### src/rtl/quad_motor_ctrl.sv
// Multi-channel H-bridge motor controller with 4x quadrature position counters,
// accessed over the address/strobe/ready peripheral bus (one action per strobe).
module quad_motor_ctrl #(
    parameter int                NUM_CH      = 2,
    parameter int                CNT_W       = 16,
    parameter int                ADDR_W      = 12,
    parameter logic [ADDR_W-1:0] BASE_ADDR   = 12'h100,
    parameter int                SYNC_STAGES = 2
) (
    input  logic              clk,
    input  logic              reset_n,
    input  logic [ADDR_W-1:0] add,
    input  logic              strobe,
    output logic              ready,
    output logic [CNT_W-1:0]  rd_data,
    input  logic [NUM_CH-1:0] cha,
    input  logic [NUM_CH-1:0] chb,
    output logic [NUM_CH-1:0] motor_red,
    output logic [NUM_CH-1:0] motor_black,
    output logic              interrupt
);
    localparam int                CH_W    = (NUM_CH > 1) ? $clog2(NUM_CH) : 1;
    localparam logic [ADDR_W-5:0] NUM_BLK = (ADDR_W-4)'(NUM_CH);
    localparam logic [CNT_W-1:0]  CNT_ONE = CNT_W'(1);

    typedef enum logic [1:0] {ST_IDLE = 2'd0, ST_ACK = 2'd1, ST_DONE = 2'd2} state_t;

    // Phase distance along the CW sequence 00,01,11,10: 1 = CW, 3 = CCW, 2 = illegal
    function automatic logic [1:0] step_delta(input logic cur_a, input logic cur_b,
                                              input logic prv_a, input logic prv_b);
        return {cur_a, cur_a ^ cur_b} - {prv_a, prv_a ^ prv_b};
    endfunction

    state_t             state_r, next_state_s;
    logic               ready_r;
    logic [CNT_W-1:0]   rd_data_r, rd_next_s;
    logic [CH_W-1:0]    ch_r;
    logic [3:0]         off_r;
    logic [ADDR_W-1:0]  rel_s;
    logic               hit_s, off_ok_s;
    logic [NUM_CH-1:0]  red_r, black_r, red_next_s, black_next_s;
    logic [NUM_CH-1:0]  clr_pos_s, clr_flag_s, inc_s, dec_s, bad_s;
    logic [NUM_CH-1:0]  a_sync_r [SYNC_STAGES];
    logic [NUM_CH-1:0]  b_sync_r [SYNC_STAGES];
    logic [NUM_CH-1:0]  a_prev_r, b_prev_r;
    logic [CNT_W-1:0]   pos_r [NUM_CH];
    logic [NUM_CH-1:0]  dir_r, pend_r, err_r;
    logic               int_r;

    // Address decode: channel block in range and a defined register offset
    always_comb begin
        rel_s = add - BASE_ADDR;
        case (rel_s[3:0])
            4'h0, 4'h1, 4'h2, 4'hC, 4'hD, 4'hE, 4'hF: off_ok_s = 1'b1;
            default:                                  off_ok_s = 1'b0;
        endcase
        hit_s = (add >= BASE_ADDR) && (rel_s[ADDR_W-1:4] < NUM_BLK) && off_ok_s;
    end

    // Handshake next-state logic
    always_comb begin
        next_state_s = state_r;
        case (state_r)
            ST_IDLE: begin
                if (!strobe && hit_s) next_state_s = ST_ACK;
                else                  next_state_s = ST_IDLE;
            end
            ST_ACK:  next_state_s = ST_DONE;
            ST_DONE: begin
                if (strobe) next_state_s = ST_IDLE;
                else        next_state_s = ST_DONE;
            end
            default: next_state_s = ST_IDLE;
        endcase
    end

    // Handshake state, ready and the decode captured on entry to ACK
    always_ff @(posedge clk or negedge reset_n) begin
        if (!reset_n) begin
            state_r <= ST_IDLE;
            ready_r <= 1'b1;
            ch_r    <= '0;
            off_r   <= 4'h0;
        end else begin
            state_r <= next_state_s;
            ready_r <= (next_state_s != ST_ACK);
            if ((state_r == ST_IDLE) && (next_state_s == ST_ACK)) begin
                ch_r  <= rel_s[4 +: CH_W];
                off_r <= rel_s[3:0];
            end
        end
    end

    // Register action applied in ACK; reads see values from before this edge
    always_comb begin
        clr_pos_s    = '0;
        clr_flag_s   = '0;
        red_next_s   = red_r;
        black_next_s = black_r;
        rd_next_s    = rd_data_r;
        if (state_r == ST_ACK) begin
            case (off_r)
                4'h0: rd_next_s = pos_r[ch_r];
                4'h1: begin rd_next_s = '0; clr_pos_s[ch_r]  = 1'b1; end
                4'h2: begin rd_next_s = '0; clr_flag_s[ch_r] = 1'b1; end
                4'hC: begin rd_next_s = '0; red_next_s[ch_r] = 1'b1; black_next_s[ch_r] = 1'b0; end
                4'hD: begin rd_next_s = '0; red_next_s[ch_r] = 1'b0; black_next_s[ch_r] = 1'b1; end
                4'hE: begin rd_next_s = '0; red_next_s[ch_r] = 1'b0; black_next_s[ch_r] = 1'b0; end
                4'hF: rd_next_s = CNT_W'({red_r[ch_r], err_r[ch_r], pend_r[ch_r], dir_r[ch_r]});
                default: rd_next_s = '0;
            endcase
        end else begin
            rd_next_s = rd_data_r;
        end
    end

    // Quadrature step classification per channel
    always_comb begin
        inc_s = '0;
        dec_s = '0;
        bad_s = '0;
        for (int i = 0; i < NUM_CH; i++) begin
            case (step_delta(a_sync_r[SYNC_STAGES-1][i], b_sync_r[SYNC_STAGES-1][i],
                             a_prev_r[i], b_prev_r[i]))
                2'd1:    inc_s[i] = 1'b1;
                2'd3:    dec_s[i] = 1'b1;
                2'd2:    bad_s[i] = 1'b1;
                default: ;
            endcase
        end
    end

    // Input synchronisers, position counters and per-channel flags
    always_ff @(posedge clk or negedge reset_n) begin
        if (!reset_n) begin
            for (int s = 0; s < SYNC_STAGES; s++) begin
                a_sync_r[s] <= '0;
                b_sync_r[s] <= '0;
            end
            a_prev_r <= '0;
            b_prev_r <= '0;
            for (int i = 0; i < NUM_CH; i++) pos_r[i] <= '0;
            dir_r  <= '0;
            pend_r <= '0;
            err_r  <= '0;
        end else begin
            a_sync_r[0] <= cha;
            b_sync_r[0] <= chb;
            for (int s = 1; s < SYNC_STAGES; s++) begin
                a_sync_r[s] <= a_sync_r[s-1];
                b_sync_r[s] <= b_sync_r[s-1];
            end
            a_prev_r <= a_sync_r[SYNC_STAGES-1];
            b_prev_r <= b_sync_r[SYNC_STAGES-1];
            for (int i = 0; i < NUM_CH; i++) begin
                // A clear in ACK beats a coincident step
                if (clr_pos_s[i])  pos_r[i] <= '0;
                else if (inc_s[i]) pos_r[i] <= pos_r[i] + CNT_ONE;
                else if (dec_s[i]) pos_r[i] <= pos_r[i] - CNT_ONE;
                if (inc_s[i])      dir_r[i] <= 1'b1;
                else if (dec_s[i]) dir_r[i] <= 1'b0;
                if (inc_s[i] || dec_s[i]) pend_r[i] <= 1'b1;
                else if (clr_flag_s[i])   pend_r[i] <= 1'b0;
                if (bad_s[i])           err_r[i] <= 1'b1;
                else if (clr_flag_s[i]) err_r[i] <= 1'b0;
            end
        end
    end

    // Registered bus read data, drive outputs and interrupt
    always_ff @(posedge clk or negedge reset_n) begin
        if (!reset_n) begin
            rd_data_r <= '0;
            red_r     <= '0;
            black_r   <= '0;
            int_r     <= 1'b0;
        end else begin
            rd_data_r <= rd_next_s;
            red_r     <= red_next_s;
            black_r   <= black_next_s;
            int_r     <= |pend_r;
        end
    end

    assign ready       = ready_r;
    assign rd_data     = rd_data_r;
    assign motor_red   = red_r;
    assign motor_black = black_r;
    assign interrupt   = int_r;

endmodule
### config.mk
export PLATFORM = sky130hd
export DESIGN_NAME = quad_motor_ctrl
export DESIGN_NICKNAME = d
export VERILOG_FILES = /design/src/rtl/quad_motor_ctrl.sv
export SDC_FILE = /design/constraint.sdc
export NUM_CORES = 1
export LEC_CHECK = 0
export ABC_AREA = 1
export ABC_CLOCK_PERIOD_IN_PS = 3500
export CORE_AREA = 8 8 123 125
export DETAILED_ROUTE_END_ITERATION = 8
export DIE_AREA = 0 0 131 133
export SLEW_MARGIN = 20
export SYNTH_ARGS = -nofsm -noshare
export SYNTH_HDL_FRONTEND = slang
export SYNTH_SLANG_ARGS = --single-unit
### constraint.sdc
create_clock -name clk -period 3.5 [get_ports clk]
set_input_delay 0.35 -clock clk [delete_from_list [all_inputs] [get_ports clk]]
set_output_delay 0.35 -clock clk [all_outputs]
set_load 0.02 [all_outputs]
After elaboration in Yosys (flattened, before gate mapping) --
Index checks and enable logic that the tools add are counted.
Operators by class: $add $sub $neg 7, order comparisons 5, equality and inequality tests 22, multiplexer cells 46, bitwise gates (word level) 10, reduce and logical (&&, ||, !) cells 27
Operators with widths (number):
- 2-to-1 mux 16 bit | 9
- adder 16 x 1 -> 16 bit, second input constant | 2
- equality test 4 bit, second input constant | 8
- one-hot mux 16 bit (2 select lines) | 1
- subtractor 16 x 1 -> 16 bit, second input constant | 2
- 2-to-1 mux 1 bit | 27
- nonzero test 2 bit | 8
- >= comparator 12 x 9 -> 1 bit, second input constant | 1
- subtractor 12 x 9 -> 12 bit, second input constant | 1
- equality test 2 bit, second input constant | 5
- 2-to-1 mux 2 bit | 5
- equality test 2 x 1 -> 1 bit, second input constant | 4
- equality test 4 x 1 -> 1 bit, second input constant | 2
- equality test 4 x 2 -> 1 bit, second input constant | 2
- logical NOT 4 bit | 2
- less-than comparator 8 x 2 -> 1 bit, second input constant | 1
- one-hot mux 2 bit (2 select lines) | 2
- OR reduction 7 bit | 1
- one-hot mux 2 bit (3 select lines) | 1
- nonzero test 3 bit | 2
- OR reduction 2 bit | 3
- logical AND 1 bit | 5
- AND 2 bit | 2
- OR 2 bit | 2
- 13 further kinds | 19
Word-level totals: register bits after elaboration 79, bits of input ports 19, output and inout port bits 22, word-level logic and storage cells 139

Depth between registers and ports, before layout --
word-level depth 10, depth in mapped cells 20, gate-level depth less buffers 20

Least setup slack after synthesis --
OpenSTA, ideal clock, no wires.
path type register -> register, start point reg a_sync_r[1] (netlist bit), end point reg pos_r[15] (netlist bit), setup time 117 ps, arrival 2678 ps, data required time 3383 ps, path slack 704 ps, stages on the path, launching flop included 14, path buffers 0, clock period less this slack 2796 ps, path through dfrtp_1 > xnor2_1 > ha_1 > inv_1 > nand2_1 > ha_1 > nand2_1 > inv_1 > a21oi_1 > nand2_2 > a21oi_1 > nand2_1 > nand3_1 > nand2_1
Between the ends: cells in the longest elaborated chain, start to end 6, elaborated cells between the ends (all ways) 9, classes of those cells add/sub: 1; eq/ne: 2; mux: 4; bitwise: 1; reduce/logical: 1
Ends and longest elaborated chain:
- start, declared | line 43 | logic [NUM_CH-1:0] a_sync_r [SYNC_STAGES];
- start signal, assigned by index | line 150 | a_sync_r[s] <= a_sync_r[s-1];
- bitwise XOR 1 bit | line 31 | return {cur_a, cur_a ^ cur_b} - {prv_a, prv_a ^ prv_b};
- subtractor 2 bit * | line 31
- equality test 2 x 1 -> 1 bit | line 123 | case (step_delta(a_sync_r[SYNC_STAGES-1][i], b_sync_r[SYNC_STAGES-1][i],
- 2-to-1 mux 1 bit | line 123
- 2-to-1 mux 16 bit | line 158 | else if (inc_s[i]) pos_r[i] <= pos_r[i] + CNT_ONE;
- 2-to-1 mux 16 bit | line 157 | if (clr_pos_s[i]) pos_r[i] <= '0;
- end signal, assigned by index | line 158
- end signal, assigned by index | line 159 | else if (dec_s[i]) pos_r[i] <= pos_r[i] - CNT_ONE;
- end, declared | line 46 | logic [CNT_W-1:0] pos_r [NUM_CH];
Every way passes the cells marked *; elsewhere a longest branch is shown, timed or not. A chain may end at the register's enable or synchronous reset.

Worst setup path in the final report --
start point reg a_sync_r[0] (netlist bit), end point reg pos_r[28] (netlist bit)
The elaborated chain is that of the path after synthesis.

==> reports/results.txt <==
status -> finished, final reports clean
Layout fillers -> 1,284
detailed-placement wirelength estimate -> 9.859 mm
cells resized by post-CTS repair -> 0
# diodes -> 0
kind of critical path -> reg2reg
time the final worst path needs with I/O delays and setup -> 2966 ps
synthesis-stage register bit count -> 79
max-capacitance violation count -> 0
vias post-DR -> 4,630
synthesized netlist net count -> 758
number of hold violations in the final report -> 0
starting utilization of the core area -> 39.53%
Worst R2R Setup Slack -> 530 ps
CP bufs+invs -> 2
clock latency reported for the late side of the worst-skew pair -> 340 ps
required arrival time at the worst endpoint -> 3740 ps
Overall Global Routing Usage -> 15.66%
WL/cell -> 13.81 um
kind of launch point of the worst setup path -> flip-flop
Worst Hold Slack -> 30.85 ps
Overflow after GRT -> 0
via count of the first global-routing pass -> 4,566
standard cell core area -> 13,090 um^2
growth of design area from synthesis to finish -> 17.78%
combined area of the multi-input logic cells -> 2788 um^2
FFs w/ async S/R, synth -> 100.0%
width of the die -> 131 um
power share of the clock group -> 19.1%
leakage power figure -> 3.111 nW
Max Fclk -> 337.1 MHz
fin. max-slew vios -> 0
total length of routed wires -> 12.84 mm
most congested layer reported by global routing -> met2
Worst path slowest cell -> fa_1
Sequential cell area -> 1978 um^2
clock tree from TritonCTS -> built
relative slew slack -> 51.96%
number of CTS-inserted buffers -> 9
number of synthesized flops with an enable pin -> 0
crit path setup slack, layout -> 533.7 ps
violation count after the first detailed-route iteration -> 394
M2 GR Usage -> 25.28%
Post-Synthesis Mean Instance Area -> 7.379 um^2
mean number of vias per cell -> 4.978
count of nets after finishing -> 806
worst clock skew -> 7.814 ps
Clock Path Buffers -> 2
biggest cell delay along the critical path -> 500 ps
cts-stage hold buffer count -> 0
portion of the clock cycle consumed by the worst path in the final layout -> 84.75%
RSZ-0062 raised after global routing -> false
number of antenna violations at the first check in global routing -> 0
Synth cell types -> 45
H-tree levels -> 3
post-CTS setup repair buffer count -> 0
dpl cells -> 914
pin count of the biggest net entering global routing -> 80
drc violations -> 0
floorplan row count -> 42
First-pass DRT Iterations -> 5
fraction of power spent switching nets -> 46.05%
Post-Place Setup Slack -> 541.2 ps
final standard cell utilization of the core -> 46.56%
number of warnings reported in the yosys synthesis log -> 0
Cell Pwr Density -> 845.0 nW/um^2
cell family with the largest share of critical-path delay -> simple AND/OR/NAND/NOR gates
area after detailed placement -> 5773 um^2
cell repeated most along the worst path -> nand2_1
cell area after layout -> 6092 um^2
worst min path class -> in2async
power dissipated by switching net loads -> 2.371 mW
crit-path max FO -> 15
Worst-path clk slew -> 70 ps
Clock Tree Root -> clkbuf_16
combinational power share -> 53.7%
total I/O pin count -> 41
largest voltage drop on the vdd net -> 0.0004305 V
chip height -> 133 um
sequential group share of total power -> 27.2%
number of port buffers -> 40
share of the yosys chip area belonging to registers -> 38.24%
met3 demand-to-capacity share in global routing -> 3.415%
antenna viol nets, final -> 0
fraction of layout cells with a size suffix above 1 -> 6.366%
total number of clock tree sinks -> 79
Synth Flop Type -> dfrtp_1
Finish-stage setup viols -> 0
crit end category -> flip-flop
die footprint -> 17,420 um^2
global-route wire length before repair -> 21.91 mm
cells after synthesis -> 701
internal power contribution -> 2.777 mW
post-route insts no fill -> 930
post-synth design cell area -> 5172 um^2
final RePlAce weighted congestion -> 0.8793
worst-path cell chain -> xnor2_1 > ha_1 > inv_1 > nand2_1 > nand2_1 > nand2_1 > nand2_1 > nand2_1 > buf_4 > fa_1 > nand3_1 > nand2_1 > nand4_1 > nand4_1 > nand3_1 > nand2_1
critical path data arrival time -> 3200 ps
met1 usage -> 20.64%
total chip power -> 5.148 mW
Total Neg Setup Slack -> 0 ps
transition time at the pin with the least slew margin -> 720.7 ps
-- final timing paths --
kind                            depth (start not counted)        start     endpoint
worst max register to register                         16  a_sync_r[0]    pos_r[28]
worst max-delay path                                   16  a_sync_r[0]    pos_r[28]
worst min register to register                          0  a_sync_r[2]  a_sync_r[0]
worst min-delay path                                    1      reset_n    pos_r[27]
min in group clk                                        0  a_sync_r[2]  a_sync_r[0]
max in group asynchronous                               1      reset_n  rd_data[12]
-- routing by layer --
metal	vias to the layer above	wire length, um
met5	-	0
met4	0	141
met3	12	569
met2	98	6080
met1	2152	6053
li1	2368	-
-- cell type report --
class                           instances  share of cell area [%]
Multi-Input combinational cell        521                   45.76
Clock buffer                           11                   4.149
Inverter                               94                   5.894
Tap cell                              176                   3.615
Clock inverter                          5                   1.027
Timing Repair Buffer                   44                   7.086
Sequential cell                        79                   32.47
-- cells by family after synthesis --
group / count (synthesis) / share of synthesized area (%)
mux: 4 / 0.7741
compound gates: 108 / 11.22
xor+xnor: 8 / 1.355
fa+ha+maj: 38 / 9.482
buf+inv: 101 / 7.862
flops: 79 / 38.24
simple gates: 363 / 31.06
-- synth_stat cells (5+ instances only) --
| master | n | share of area (%) |
|---|---|---|
| nor3_1 | 8 | 0.77 |
| o21ai_1 | 19 | 1.8 |
| a21oi_1 | 27 | 2.6 |
| dfrtp_1 | 78 | 38 |
| nand4_1 | 7 | 0.85 |
| nand3_1 | 40 | 3.9 |
| nand3b_1 | 5 | 0.73 |
| nor2_1 | 33 | 2.4 |
| o21ai_0 | 46 | 4.5 |
| xnor2_1 | 6 | 1.0 |
| inv_1 | 88 | 6.4 |
| nand2_1 | 248 | 18 |
| ha_1 | 36 | 8.7 |
-- sequential cells by signal, indices dropped and copies added, names as in the netlist, 4 cells and up, named ones only --
| signal | count |
|---|---|
| off_r | 4 |
| pos_r | 32 |
| a_sync_r | 4 |
| rd_data | 16 |
| b_sync_r | 4 |
-- power by group through the flow --
stage	Clock (mW)	Sequential [mW]	Combinational (mW)
6_report	0.986	1.40	2.76
2_1_floorplan	0	1.31	2.15
5_1_grt	1.05	1.43	3.19
3_5_place_dp	0	1.41	2.74
4_1_cts	1.01	1.40	2.76
3_3_place_gp	0	1.40	2.69
-- cell usage in the layout, fill, tap and decap left out, drive strengths merged, types with 3 or more instances in the layout --
master         netlist  routed
nand2              251     251
inv                 93      95
dfrtp               78      78
o21ai               66      66
nand3               42      42
nor2                41      41
clkdlybuf4s50        0      39
ha                  36      36
a21oi               31      31
clkbuf               2      11
nor3                 8       8
nand4                7       7
xnor2                6       6
nand3b               5       5
buf                  5       5
and2                 4       4
mux2i                4       4
a31oi                3       3
o22ai                3       3
or2                  3       3
No activity file was read; power rests on OpenSTA's default activity.
